$ cat config.mk
export PLATFORM = sky130hd
export DESIGN_NAME = channel_trigger_bank
export DESIGN_NICKNAME = d
export VERILOG_FILES = /design/src/rtl/trig_pkg.sv /design/src/rtl/chan_trig_match.sv /design/src/rtl/channel_trigger_bank.sv
export SDC_FILE = /design/constraint.sdc
export NUM_CORES = 1
export LEC_CHECK = 0
export ABC_AREA = 1
export ABC_CLOCK_PERIOD_IN_PS = 5250
export BUFFER_PORTS_ARGS = -buffer_cell sky130_fd_sc_hd__buf_2
export CAP_MARGIN = 20
export CORE_ASPECT_RATIO = 0.8
export CORE_MARGIN = 8
export CORE_UTILIZATION = 41
export DETAILED_ROUTE_END_ITERATION = 10
export PLACE_DENSITY = 0.73
export SLEW_MARGIN = 30
export SYNTH_ARGS = -nofsm -noshare
export SYNTH_HDL_FRONTEND = slang
export SYNTH_SLANG_ARGS = --single-unit
$ cat constraint.sdc
create_clock -name clk -period 5.25 [get_ports clk]
set_clock_uncertainty 0.15 [all_clocks]
set_input_delay 1.05 -clock clk [delete_from_list [all_inputs] [get_ports clk]]
set_output_delay 1.05 -clock clk [all_outputs]
set_load 0.02 [all_outputs]
$ cat src/rtl/trig_pkg.sv
// Shared encodings for the channel trigger bank: per-channel mode codes and FSM states.
// Latency: n/a; backpressure: n/a.
package trig_pkg;

    localparam int CFG_W = 3;

    typedef enum logic [CFG_W-1:0] {
        MODE_DISABLED   = 3'd0,
        MODE_LEVEL_HIGH = 3'd1,
        MODE_LEVEL_LOW  = 3'd2,
        MODE_RISE       = 3'd3,
        MODE_FALL       = 3'd4
    } trig_mode_e;

    typedef enum logic [1:0] {
        ST_IDLE      = 2'd0,
        ST_ARMED     = 2'd1,
        ST_TRIGGERED = 2'd2,
        ST_DONE      = 2'd3
    } trig_state_e;

endpackage

$ cat src/rtl/chan_trig_match.sv
// One channel: previous-sample edge detect, live level/edge match and sticky edge latch.
// Latency: match is combinational from the current sample; backpressure: none.
module chan_trig_match
    import trig_pkg::*;
(
    input  logic             clk,
    input  logic             rst,
    input  logic             wrt_smpl,
    input  logic             chh,
    input  logic             chl,
    input  logic [CFG_W-1:0] mode,
    input  logic             sticky_en,
    input  logic             sticky_clr,
    output logic             enabled,
    output logic             match
);

    logic prev_chh;
    logic prev_chl;
    logic sticky;
    logic level_hit;
    logic edge_hit;

    // Reserved codes 5-7 fall into the default arm and act as disabled.
    always_comb begin
        level_hit = 1'b0;
        edge_hit  = 1'b0;
        enabled   = 1'b1;
        case (mode)
            MODE_LEVEL_HIGH: level_hit = chh;
            MODE_LEVEL_LOW:  level_hit = ~chl;
            MODE_RISE:       edge_hit  = chh & ~prev_chh;
            MODE_FALL:       edge_hit  = ~chl & prev_chl;
            default:         enabled   = 1'b0;
        endcase
        match = enabled & (level_hit | edge_hit | sticky);
    end

    always_ff @(posedge clk) begin
        if (rst) begin
            prev_chh <= 1'b0;
            prev_chl <= 1'b0;
            sticky   <= 1'b0;
        end else begin
            if (wrt_smpl) begin
                prev_chh <= chh;
                prev_chl <= chl;
            end
            if (sticky_clr) begin
                sticky <= 1'b0;
            end else if (sticky_en && wrt_smpl && edge_hit) begin
                sticky <= 1'b1;
            end
        end
    end

endmodule

$ cat src/rtl/channel_trigger_bank.sv
// Multi-channel trigger: combines per-channel matches (AND/OR), then counts post-trigger samples.
// Latency: trigger sample at edge N shows as triggered=1 after edge N; backpressure: none.
module channel_trigger_bank
    import trig_pkg::*;
#(
    parameter int NUM_CH = 5,
    parameter int CNT_W  = 9
) (
    input  logic                    clk,
    input  logic                    rst,
    input  logic                    wrt_smpl,
    input  logic [NUM_CH-1:0]       chh,
    input  logic [NUM_CH-1:0]       chl,
    input  logic [CFG_W*NUM_CH-1:0] ch_cfg,
    input  logic                    comb_and,
    input  logic                    set_armed,
    input  logic                    clr_trig,
    input  logic [CNT_W-1:0]        trig_pos,
    output logic                    armed,
    output logic                    triggered,
    output logic                    capture_done,
    output logic [NUM_CH-1:0]       trig_src,
    output logic [CNT_W-1:0]        post_cnt
);

    trig_state_e       state;
    logic [NUM_CH-1:0] en_vec;
    logic [NUM_CH-1:0] match_vec;
    logic [NUM_CH-1:0] en_hits;
    logic              trig_hit;
    logic              arm_entry;
    logic              sticky_en;
    logic [CNT_W-1:0]  post_inc;

    // Sticky bits are cleared on the same edge that enters ARMED, so stale edges never count.
    assign sticky_en = (state == ST_ARMED);
    assign arm_entry = set_armed && !clr_trig && ((state == ST_IDLE) || (state == ST_DONE));

    for (genvar i = 0; i < NUM_CH; i++) begin : g_ch
        chan_trig_match u_match (
            .clk        (clk),
            .rst        (rst),
            .wrt_smpl   (wrt_smpl),
            .chh        (chh[i]),
            .chl        (chl[i]),
            .mode       (ch_cfg[CFG_W*i +: CFG_W]),
            .sticky_en  (sticky_en),
            .sticky_clr (arm_entry),
            .enabled    (en_vec[i]),
            .match      (match_vec[i])
        );
    end

    assign en_hits  = match_vec & en_vec;
    assign trig_hit = wrt_smpl && (comb_and ? ((|en_vec) && (en_hits == en_vec)) : (|en_hits));
    assign post_inc = (post_cnt == {CNT_W{1'b1}}) ? post_cnt : post_cnt + CNT_W'(1);

    always_ff @(posedge clk) begin
        if (rst) begin
            state        <= ST_IDLE;
            armed        <= 1'b0;
            triggered    <= 1'b0;
            capture_done <= 1'b0;
            trig_src     <= '0;
            post_cnt     <= '0;
        end else if (clr_trig) begin
            state        <= ST_IDLE;
            armed        <= 1'b0;
            triggered    <= 1'b0;
            capture_done <= 1'b0;
            trig_src     <= '0;
            post_cnt     <= '0;
        end else begin
            case (state)
                ST_IDLE: begin
                    if (set_armed) begin
                        state <= ST_ARMED;
                        armed <= 1'b1;
                    end
                end
                ST_ARMED: begin
                    if (trig_hit) begin
                        state     <= ST_TRIGGERED;
                        armed     <= 1'b0;
                        triggered <= 1'b1;
                        trig_src  <= en_hits;
                        post_cnt  <= '0;
                    end
                end
                ST_TRIGGERED: begin
                    // A zero-length capture finishes on the first clock, strobe or not.
                    if (trig_pos == '0) begin
                        state        <= ST_DONE;
                        capture_done <= 1'b1;
                    end else if (wrt_smpl) begin
                        post_cnt <= post_inc;
                        if (post_inc == trig_pos) begin
                            state        <= ST_DONE;
                            capture_done <= 1'b1;
                        end
                    end
                end
                ST_DONE: begin
                    if (set_armed) begin
                        state        <= ST_ARMED;
                        armed        <= 1'b1;
                        triggered    <= 1'b0;
                        capture_done <= 1'b0;
                    end
                end
                default: begin
                    state        <= ST_IDLE;
                    armed        <= 1'b0;
                    triggered    <= 1'b0;
                    capture_done <= 1'b0;
                end
            endcase
        end
    end

endmodule

---- After elaboration in Yosys (flattened, before gate mapping) ----
Index checks and enable logic that the tools add are counted.
cells by class
  add/subtract/negate cells ............... 1
  equal/unequal tests ..................... 33
  muxes and demuxes ....................... 37
  bitwise operators ....................... 36
  reduce and logical (&&, ||, !) cells .... 34
operators with widths
  operator                                                          count
  9-bit 2-to-1 mux                                                  4
  3-bit by 2-bit == test with 1-bit output (second input constant)  10
  1-bit case mux with 2 select lines                                13
  4-bit OR reduction                                                5
  9-bit case mux with 2 select lines                                1
  1-bit bitwise AND                                                 15
  3-bit by 1-bit == test with 1-bit output (second input constant)  5
  3-bit == test (second input constant)                             5
  1-bit 2-to-1 mux                                                  13
  4-bit AND reduction                                               3
  1-bit logical AND                                                 10
  2-bit 2-to-1 mux                                                  5
  1-bit NOT                                                         10
  1-bit OR                                                          10
  5-bit OR reduction                                                2
  9-bit by 1-bit adder with 9-bit output (second input constant)    1
  9-bit == test                                                     1
  9-bit == test (second input constant)                             1
  9-bit zero test                                                   1
  2-bit inequality test (second input constant)                     4
  2-bit nonzero test                                                4
  3-bit inequality test (second input constant)                     2
  2-bit case mux with 3 select lines                                1
  3-bit AND reduction                                               2
  other kinds (10)                                                  13
storage, ports and cells
  flip-flop bits (word level) ............. 34
  bits of input ports ..................... 40
  output and inout bits ................... 17
  logic and storage cells ................. 162

---- Depth between registers and ports, before layout ----
Gate-level depths: netlist of run 1.
  depth in word-level cells ............... 13
  mapped depth ............................ 16
  mapped depth without buffers ............ 16

---- By module ----
A second synthesis of run 1 with hierarchy kept.
second synthesis, totals
  cell total of the unflattened synthesis .. 421
  area, all modules ....................... 2566.2 um2
by module, submodules not included
  module                instances  cells each  area an instance (um2)  sequential area each (um2)
  channel_trigger_bank  1          221         1446.4                  380.4
  chan_trig_match       5          40          224.0                   60.1

---- Worst setup path before layout of run 1 ----
No wires, ideal clock.
  kind .................................... input port to flip-flop
  start ................................... input port ch_cfg[13]
  end ..................................... register post_cnt[4]
  library setup time ...................... 117 ps
  arrival time ............................ 2333 ps
  data required time ...................... 4983 ps
  setup slack ............................. 2650 ps
  cell stages on the path ................. 16
  path buffers ............................ 1
  cells stage by stage .................... inv_1 nor2_2 nand2_1 nor2_1 nor2_1 nand2_2 nand2_2 nand2_2 inv_2 a21oi_2 nand2_2 a21boi_4 buf_6 nand2_1 o21ai_1 nor2_1
between the ends
  longest elaborated chain between the ends .. 12
  elaborated cells between the ends (all ways) .. 20
  those cells by class .................... 6 x eq/ne; 4 x mux; 4 x bitwise; 6 x reduce/logical
RTL lines
  what                                                                    line                        text
  start, declared                                                         channel_trigger_bank.sv:14  input logic [CFG_W*NUM_CH-1:0] ch_cfg,
  3-bit by 2-bit == test with 1-bit output, or another cell as far along  chan_trig_match.sv:29       case (mode)
  1-bit case mux with 2 select lines                                      chan_trig_match.sv:29
  1-bit OR (2 in a row)                                                   chan_trig_match.sv:36       match = enabled & (level_hit | edge_hit | sticky);
  1-bit bitwise AND                                                       chan_trig_match.sv:36
  5-bit bitwise AND                                                       channel_trigger_bank.sv:54  assign en_hits = match_vec & en_vec;
  5-bit == test                                                           channel_trigger_bank.sv:55  assign trig_hit = wrt_smpl && (comb_and ? ((|en_vec) && (en_hits == en_vec)) : (|en_hits));
  1-bit logical AND                                                       channel_trigger_bank.sv:55
  1-bit 2-to-1 mux (*)                                                    channel_trigger_bank.sv:55
  1-bit logical AND (*)                                                   channel_trigger_bank.sv:55
  2-bit inequality test (no line) (*)                                     -
  4-bit AND reduction (no line) (*)                                       -
  end signal, assigned                                                    channel_trigger_bank.sv:96  post_cnt <= post_inc;
  end, declared                                                           channel_trigger_bank.sv:23  output logic [CNT_W-1:0] post_cnt
Mark *: on every way between the ends. The rest lies on a longest branch, timed or not.
A chain may end at the register's enable or synchronous reset.

---- Final worst setup path of run 1 ----
  start ................................... input port ch_cfg[13]
  end ..................................... register trig_src[4]
between the ends
  longest elaborated chain between the ends .. 11
  elaborated cells between the ends (all ways) .. 19
  those cells by class .................... 5 x eq/ne; 4 x mux; 4 x bitwise; 6 x reduce/logical
RTL lines
  what                                                                    line                        text
  3-bit by 2-bit == test with 1-bit output, or another cell as far along  chan_trig_match.sv:29
  1-bit case mux with 2 select lines                                      chan_trig_match.sv:29
  1-bit OR (2 in a row)                                                   chan_trig_match.sv:36
  1-bit bitwise AND                                                       chan_trig_match.sv:36
  5-bit bitwise AND                                                       channel_trigger_bank.sv:54
  5-bit == test                                                           channel_trigger_bank.sv:55
  1-bit logical AND                                                       channel_trigger_bank.sv:55
  1-bit 2-to-1 mux                                                        channel_trigger_bank.sv:55
  1-bit logical AND                                                       channel_trigger_bank.sv:55
  2-bit AND reduction (no line)                                           -
  end signal, assigned                                                    channel_trigger_bank.sv:86  trig_src <= en_hits;
  end, declared                                                           channel_trigger_bank.sv:22  output logic [NUM_CH-1:0] trig_src,
Parallel ways exist; a longest one is shown, timed or not.

==> flow_summary.yaml, run 1 <==
logic_synthesis:
  synthDistinctLibCells: 30
  synth.area.top_cells: "dfxtp_1 28%, nand2_1 18%, nor2_1 11%, inv_1 9.0%, nand3_1 6.4%"
  ys_ff_latch: 34
  synth.top_cell.area_share_pct: 28.23
  synth.avg_cell_area_sq_um: 5.895
  ys_warn_count: 0
  synth_nets: 454
  seq_area_frac_synth_pct: 28.23
  netlist_instances: 409
  synth_top_cell_by_area: "dfxtp_1"
  netlist_area_sq_um: 2411
clocking:
  clock_tree.buffer_depth: 2
  cts_buffers: 5
  cts_resized: 0
  cts.sinks: 34
  cts_max_level: 2
  cts_tree: "yes"
  clk_latency_ns: 0.29
  clockRootBuffer: "clkbuf_8"
  cts_hold_buf: 0
  cts_setup_buffers: 0
  path_clk_slew_ns: 0.07
placement:
  numPortBuffers: 56
  dp.cells: 539
  place.gp.congestion: 0.8838
  dpl.hpwl_mm: 5.089
sta:
  relSlewSlack_pct: 50.63
  finalCritPeriodShare_pct: 53.19
  finalHoldViolCount: 0
  drv_slew: 0
  fin_setup_tns_ns: 0
  worstMarginPinSlew_ns: 0.7328
  rsz0062_at_grt: "false"
  setup_viol_count_final: 0
  max_freq_mhz: 358.1
  min_period_ns: 2.793
hold_path:
  hold_path_class: "flop to flop"
  whs_path_depth: 2
power_and_ir_drop:
  max-vdd-ir-drop_v: 0.00009941
  leakage_nw: 1.450
  p_per_area_nw_per_um2: 220.3
worst_setup_path:
  criticalPathCategory: "input port to flop"
  end_kind: "flop"
  critPathLaunchType: "input port"
  crit_path_frequent_cell: "nand2_2"
  worst_path_max_delay_cell: "nor2_1"
  worstRegToRegCells: 14
  arrival_ns: 2.86
  slowest_delay_ns: 0.45
  critPathMaxFanout: 11
  required_ns: 5.32
  path_cells: "buf_2 -> inv_1 -> nand3_1 -> nor2_1 -> nor2_1 -> nand2_2 -> nand2_2 -> nand2_2 -> inv_2 -> a21oi_2 -> nand2_2 -> nor2_1 -> o21ai_0 -> a21oi_1"
cells_and_area:
  nNetsFinal: 510
  layout-drive-gt1-share_pct: 16.59
  final_cells: 545
  area_delta_synth_final_pct: 17.44
  mostFrequentLayoutCells: "113 x nand2_1, 72 x nor2_1, 58 x inv_1, 56 x buf_2, 34 x dfxtp_1"
  fill_cells: 606
  final_common_cell: "nand2_1"
  antennaDiodeCount: 0
detailed_routing:
  met3WireLength_microns: 356
  totalWireLength_mm: 6.216
  vias: 2569
  first_iter_violations: 92
  met1_length_mm: 3.079
  met2WireLength_mm: 2.695
  drtAntennaViolNets: 0
  firstDrtPassIters: 4
  drc: 0
  avgRoutedWirePerCell_microns: 11.41
  drt-vias-per-instance: 4.714
  top_layer: "met4"
global_route:
  grt_antenna_before_repair: 0
  grt_pass1_wl_mm: 10.43
  grt_max_degree: 19
  grt.total_usage_pct: 14.86
  grt-ovfl-total: 0
  grt_pass1_vias: 2353
die:
  coreArea_sq_um: 5787
  start_util_pct: 41.66
  num_rows: 25
  pin_count: 57
  fp.dieW_microns: 101.7
  die_y_microns: 84.59
  die_area_sq_um: 8606
run_status:
  outcome: "finished clean"
job:
  max_cap_violations: 0
-- registers in the layout, summed over array words and instances, names as in the netlist --
name / flops
armed: 1
g_ch.u_match.prev_chl: 5
triggered: 1
g_ch.u_match.prev_chh: 5
trig_src: 5
state: 2
post_cnt: 9
g_ch.u_match.sticky: 5
capture_done: 1
-- critical path, delay by kind of cell --
family	cells	cell delay, ns
AND/OR/NAND/NOR	8	1.11
AO/OA/AOI/OAI	3	0.47
buffers and inverters	3	0.21
-- cells in the mapped netlist, drive strengths merged --
cell and n:
inv 59, xnor2 2, ha 5, nand3b 4
nor3 1, o22ai 1, nand4 3, nand3 34
nor2 76, clkbuf 3, a21boi 1, a21oi 26
xnor3 1, dfxtp 34, buf 4, o21ai 30
xor2 2, nor4 1, clkinv 2, o21bai 2
nand2 118
-- per-stage QoR --
step                area, sq um  setup slack, ns  util, %  hold WS (ns)  power, mW
global placement           2749            2.228    47.50        0.2903     0.4343
detailed placement         2749            2.213    47.50        0.2984     0.4382
CTS                        2831            2.503    48.93        0.3066     0.6293
global route               2831            2.235    48.93        0.3270     0.6650
floorplan                  2411            2.650        -        0.2792     0.3915
finish                     2831            2.457    48.93        0.3064     0.6238
-- power by group --
| part | switching [mW] | leakage (nW) | internal, mW |
|---|---|---|---|
| Clock | 0.0897 | 0.0431 | 0.101 |
| Sequential | 0.0100 | 0.277 | 0.270 |
| Combinational | 0.0953 | 1.13 | 0.0577 |
| Total | 0.195 | 1.45 | 0.429 |
-- cell type report --
class / instances / area (sq um) / area share (%)
Multi-Input combinational cell: 307 / 1458 / 51.48
Timing Repair Buffer: 56 / 280.3 / 9.898
Inverter: 61 / 229.0 / 8.087
Tap cell: 81 / 101.3 / 3.579
Sequential cell: 34 / 680.7 / 24.04
Clock buffer: 6 / 82.58 / 2.916
-- cells by family after synthesis --
| logic type | after synthesis | synth area share [%] |
|---|---|---|
| adder cells (fa/ha/maj) | 5 | 2.595 |
| XOR/XNOR | 5 | 2.387 |
| AND/OR/NAND/NOR | 237 | 42.03 |
| buffers and inverters | 68 | 11.31 |
| AO/OA/AOI/OAI | 60 | 13.44 |
| flip-flops | 34 | 28.23 |
-- final timing paths --
check	endpoint	slack (ns)	startpoint
worst max register to register	state[0]	2.78	post_cnt[1]
worst min register to register	g_ch[2].u_match.prev_chl	0.31	g_ch[2].u_match.prev_chl
worst min-delay path	g_ch[2].u_match.prev_chl	0.31	g_ch[2].u_match.prev_chl
worst max-delay path	trig_src[4]	2.46	ch_cfg[13]
-- routing by layer --
layer	vias up	GRT usage, %
li1	1392	-
met1	1114	19.79
met2	55	22.36
met3	8	3.554
met4	0	5.533
met5	-	0
No activity file was read; power rests on OpenSTA's default activity.
==> run 2: changes to the inputs <==
--- a/config.mk
+++ b/config.mk
@@ -6,7 +6,7 @@
 export NUM_CORES = 1
 export LEC_CHECK = 0
 export ABC_AREA = 1
-export ABC_CLOCK_PERIOD_IN_PS = 5250
+export ABC_CLOCK_PERIOD_IN_PS = 2900
 export BUFFER_PORTS_ARGS = -buffer_cell sky130_fd_sc_hd__buf_2
 export CAP_MARGIN = 20
 export CORE_ASPECT_RATIO = 0.8
==> constraint.sdc (replaced) <==
create_clock -name clk -period 2.9 [get_ports clk]
set_clock_uncertainty 0.15 [all_clocks]
set_input_delay 0.58 -clock clk [delete_from_list [all_inputs] [get_ports clk]]
set_output_delay 0.58 -clock clk [all_outputs]
set_load 0.02 [all_outputs]
==> run 2 against run 1 <==
Compared with the run above: core utilization grew 0.86 points; sequential share of layout area shrank 0.42 points; routed wire length grew 1.6%.
==> flow_summary.yaml, run 2 (synthesis results as in run 1) <==
clocking:
  clockRootBuffer: "clkbuf_8"
  cts_setup_buffers: 0
  cts.sinks: 34
  path_clk_slew_ns: 0.07
  cts_buffers: 5
  cts_resized: 0
  cts_hold_buf: 0
  clk_latency_ns: 0.30
  cts_max_level: 2
  clock_tree.buffer_depth: 2
  cts_tree: "yes"
die:
  fp.dieW_microns: 101.7
  start_util_pct: 41.66
  die_area_sq_um: 8606
  num_rows: 25
  coreArea_sq_um: 5787
  pin_count: 57
  die_y_microns: 84.59
placement:
  dp.cells: 542
  place.gp.congestion: 0.8599
  dpl.hpwl_mm: 4.991
  numPortBuffers: 56
cells_and_area:
  largest_register_ffs: 9
  multiInputGateArea_sq_um: 1458
  area_delta_synth_final_pct: 19.51
  mostFrequentLayoutCells: "113 x nand2_1, 72 x nor2_1, 58 x inv_1, 56 x buf_2, 34 x dfxtp_1"
  nNetsFinal: 513
  final_common_cell: "nand2_1"
  seq_area_sq_um: 680.7
  fill_cells: 613
  final_cells: 550
  top_register: "post_cnt"
  layout-drive-gt1-share_pct: 17.48
  antennaDiodeCount: 0
job:
  max_cap_violations: 0
hold_path:
  hold_path_class: "flop to flop"
global_route:
  grt-ovfl-total: 0
  grt_pass1_wl_mm: 10.68
  grt_max_degree: 19
  grt.total_usage_pct: 15.04
  grt_antenna_before_repair: 0
  grt_pass1_vias: 2433
sta:
  max_freq_mhz: 405.4
  min_period_ns: 2.467
  whs_ns: 0.3002
  setup_viol_count_final: 0
  fin_setup_tns_ns: 0
  finalHoldViolCount: 0
  rsz0062_at_grt: "false"
  finalCritPeriodShare_pct: 85.05
  drv_slew: 0
  worstMarginPinSlew_ns: 0.7839
  relSlewSlack_pct: 47.19
detailed_routing:
  vias: 2628
  drtAntennaViolNets: 0
  totalWireLength_mm: 6.315
  drc: 0
  firstDrtPassIters: 4
  first_iter_violations: 107
  avgRoutedWirePerCell_microns: 11.48
  drt-vias-per-instance: 4.778
worst_setup_path:
  critPathMaxFanout: 15
  required_ns: 2.99
  end_kind: "flop"
  critPathLaunchType: "flop"
  arrival_ns: 2.55
  criticalPathCategory: "flop to flop"
power_and_ir_drop:
  total_power_mw: 1.207
  max-vdd-ir-drop_v: 0.0002177
  leakage_nw: 1.480
  p_per_area_nw_per_um2: 418.8
run_status:
  outcome: "finished clean"
-- run 2: cell count changes in the layout (fill, tap and decap cells not counted) --
| cell | before | now |
|---|---|---|
| buf_4 | 0 | 3 |
| clkbuf_8 | 6 | 8 |
-- run 2: cell type report --
class	instances	area share (%)
Timing Repair Buffer	59	10.51
Sequential cell	34	23.62
Inverter	61	7.946
Tap cell	81	3.517
Clock buffer	8	3.821
Multi-Input combinational cell	307	50.59
-- run 2: worst max-delay path: stages, from the launching register on --
cell,delay [ns]
dfxtp_1,0.44
ha_1,0.24
nand2_2,0.10
nor2_4,0.18
nand3_4,0.21
nand2_1,0.17
nand2_1,0.06
nand2_1,0.05
nand2_1,0.05
nor2_1,0.08
nand4_1,0.17
nand2_1,0.15
nand2_1,0.07
nor2_2,0.13
nor2_1,0.05
nor2_1,0.09
-- run 2: per-layer routing --
| metal | routed length, microns | global-route usage [%] | up-vias |
|---|---|---|---|
| met2 | 2732 | 22.95 | 72 |
| met4 | 70 | 4.049 | 0 |
| met3 | 478 | 4.959 | 9 |
| li1 | - | - | 1397 |
| met5 | 0 | 0 | - |
| met1 | 3035 | 19.53 | 1150 |
-- run 2: path summary, 6_finish.rpt --
check,start,to,slack (ns),cells after the start
hold reg to reg,g_ch[2].u_match.prev_chh,g_ch[2].u_match.prev_chh,0.30,2
setup / recovery,post_cnt[0],state[1],0.43,15
hold / removal,g_ch[2].u_match.prev_chh,g_ch[2].u_match.prev_chh,0.30,2
setup reg to reg,post_cnt[0],state[1],0.43,15
-- run 2: through the flow --
stage | utilization (%) | setup slack, ns | area (sq um)
after CTS | 49.79 | 0.4442 | 2882
after global placement | 47.89 | 0.4431 | 2771
after detailed placement | 47.89 | 0.3771 | 2771
after floorplan | - | 0.7345 | 2411
final | 49.79 | 0.4335 | 2882
after global routing | 49.79 | 0.2171 | 2882
-- run 2: power by group --
part / switching [mW] / internal [mW] / total (mW)
Combinational: 0.174 / 0.107 / 0.280
Clock: 0.180 / 0.240 / 0.420
Sequential: 0.0180 / 0.489 / 0.507
==> run 3: changes to the inputs <==
--- a/config.mk
+++ b/config.mk
@@ -7,13 +7,14 @@
 export LEC_CHECK = 0
 export ABC_AREA = 1
 export ABC_CLOCK_PERIOD_IN_PS = 2900
-export BUFFER_PORTS_ARGS = -buffer_cell sky130_fd_sc_hd__buf_2
+export BUFFER_PORTS_ARGS = -buffer_cell sky130_fd_sc_hd__clkbuf_2
 export CAP_MARGIN = 20
 export CORE_ASPECT_RATIO = 0.8
 export CORE_MARGIN = 8
 export CORE_UTILIZATION = 41
 export DETAILED_ROUTE_END_ITERATION = 10
 export PLACE_DENSITY = 0.73
+export RECOVER_POWER = 50
 export SLEW_MARGIN = 30
 export SYNTH_ARGS = -nofsm -noshare
 export SYNTH_HDL_FRONTEND = slang
==> run 3 against run 2 <==
Compared with the run above: final cell count did not move; final area fell by 0.87%; register-to-register slack improved by 0.02 ns; maximum frequency rose by 0.82%; clock power barely moved; sequential power barely moved; count of clock-buffer cells in the layout is 1 lower.
==> flow_summary.yaml, run 3 (synthesis results as in run 1) <==
die:
  die_y_microns: 84.59
  coreArea_sq_um: 5787
  fp.dieW_microns: 101.7
  start_util_pct: 41.66
  die_area_sq_um: 8606
  pin_count: 57
  num_rows: 25
worst_setup_path:
  crit_start: "post_cnt[1]"
  reg2reg_to: "state[0]"
  critPathMaxFanout: 15
  slowest_delay_ns: 0.44
  worst_path_max_delay_cell: "dfxtp_1"
  arrival_ns: 2.52
  required_ns: 2.97
  reg2reg_slack_ns: 0.45
  criticalPathCategory: "flop to flop"
  endpoint: "state[0]"
  crit_family: "simple AND/OR/NAND/NOR gates"
  rr_startpoint: "post_cnt[1]"
  crit_path_frequent_cell: "nand2_1"
  critPathLaunchType: "flop"
  cp_num_cells: 15
  worstRegToRegCells: 15
  path_cells: "ha_1 -> nand2_2 -> nor2_4 -> nand3_4 -> nand2_1 -> nand2_1 -> nand2_1 -> nand2_1 -> nor2_1 -> nand4_1 -> nand2_1 -> nand2_1 -> nor2_2 -> nor2_1 -> nor2_1"
  worst-path-buf-inv: 0
  end_kind: "flop"
clocking:
  clk_latency_ns: 0.28
  cts.sinks: 34
  cts_hold_buf: 0
  clockRootBuffer: "clkbuf_8"
  cts_max_level: 2
  path_clk_slew_ns: 0.07
  clock_tree.buffer_depth: 2
  cts_buffers: 5
  cts_resized: 0
  cts_tree: "yes"
  cts_setup_buffers: 0
detailed_routing:
  firstDrtPassIters: 4
  drt-vias-per-instance: 4.680
  avgRoutedWirePerCell_microns: 11.20
  totalWireLength_mm: 6.161
  drtAntennaViolNets: 0
  vias: 2574
  first_iter_violations: 189
  drc: 0
cells_and_area:
  largest_register_ffs: 9
  final_common_cell: "nand2_1"
  nNetsFinal: 513
  mostFrequentLayoutCells: "113 x nand2_1, 72 x nor2_1, 58 x inv_1, 39 x clkbuf_2, 34 x dfxtp_1"
  antennaDiodeCount: 0
  layout-drive-gt1-share_pct: 13.43
  top_register: "post_cnt"
  post-route-util_pct: 49.36
  area_delta_synth_final_pct: 18.47
sta:
  setup_viol_count_final: 0
  finalHoldViolCount: 0
  finalCritPeriodShare_pct: 84.36
  relSlewSlack_pct: 51.19
  worstMarginPinSlew_ns: 0.7246
  rsz0062_at_grt: "false"
  min_period_ns: 2.447
  fin_setup_tns_ns: 0
  max_freq_mhz: 408.7
  drv_slew: 0
power_and_ir_drop:
  p_per_area_nw_per_um2: 421.0
  leakage_nw: 1.411
  max-vdd-ir-drop_v: 0.0001919
run_status:
  outcome: "finished clean"
global_route:
  grt_antenna_before_repair: 0
  grt_pass1_vias: 2450
  grt.total_usage_pct: 15.02
  grt-ovfl-total: 0
  grt_max_degree: 19
  grt_pass1_wl_mm: 10.66
placement:
  place.gp.congestion: 0.8634
  dpl.hpwl_mm: 5.032
  numPortBuffers: 56
hold_path:
  hold_path_class: "flop to flop"
job:
  max_cap_violations: 0
## run 3: where the power goes
| group | total (mW) | internal, mW | switching (mW) | leakage [nW] |
|---|---|---|---|---|
| clock network | 0.419 | 0.257 | 0.162 | 0.0524 |
| logic | 0.276 | 0.104 | 0.172 | 1.08 |
| registers | 0.507 | 0.489 | 0.0183 | 0.277 |
| total | 1.20 | 0.850 | 0.353 | 1.41 |
## run 3: final cells by class
cell class	instances	area (sq um)
flip-flops and latches	34	680.7
inverters	61	229.0
clock buffers	7	76.32
fillers	609	2930
repair buffers	59	281.5
well taps	81	101.3
multi-input cells	307	1458
clock inverters	1	30.03
## run 3: worst min-delay path, cell delays in order, from the launching register on
cell	delay, ns
dfxtp_1	0.30
inv_1	0.06
a21oi_1	0.05
## run 3: per-stage QoR
step                cell area [sq um]  setup WS (ns)  power (mW)  std cells  hold WS, ns
detailed placement               2771         0.3981      0.7939        542       0.2937
global route                     2856         0.2080       1.283        550       0.3225
global placement                 2771         0.4614      0.7881        542       0.2926
CTS                              2878         0.4489       1.215        550       0.3031
floorplan                        2411         0.7345      0.7088        409       0.2792
finish                           2856         0.4535       1.203        550       0.3004
## run 3: layer usage
metal	routed length (microns)	up-vias	track usage, %
met1	2958	1104	19.95
li1	-	1401	-
met4	34	0	3.914
met2	2731	67	23.31
met3	436	2	3.719
met5	0	-	0
## run 3: worst min-delay path by stage
stage / start / endpoint / slack (ns) / cells past startpoint
final: g_ch[2].u_match.prev_chh / g_ch[2].u_match.prev_chh / 0.30 / 2
after global routing: g_ch[2].u_match.prev_chh / g_ch[2].u_match.prev_chh / 0.32 / 2
after CTS: g_ch[2].u_match.prev_chh / g_ch[2].u_match.prev_chh / 0.30 / 2
after detailed placement: g_ch[2].u_match.prev_chh / g_ch[2].u_match.prev_chh / 0.29 / 2
after global placement: g_ch[2].u_match.prev_chh / g_ch[2].u_match.prev_chh / 0.29 / 2
after floorplan: g_ch[2].u_match.prev_chh / g_ch[2].u_match.prev_chh / 0.28 / 2
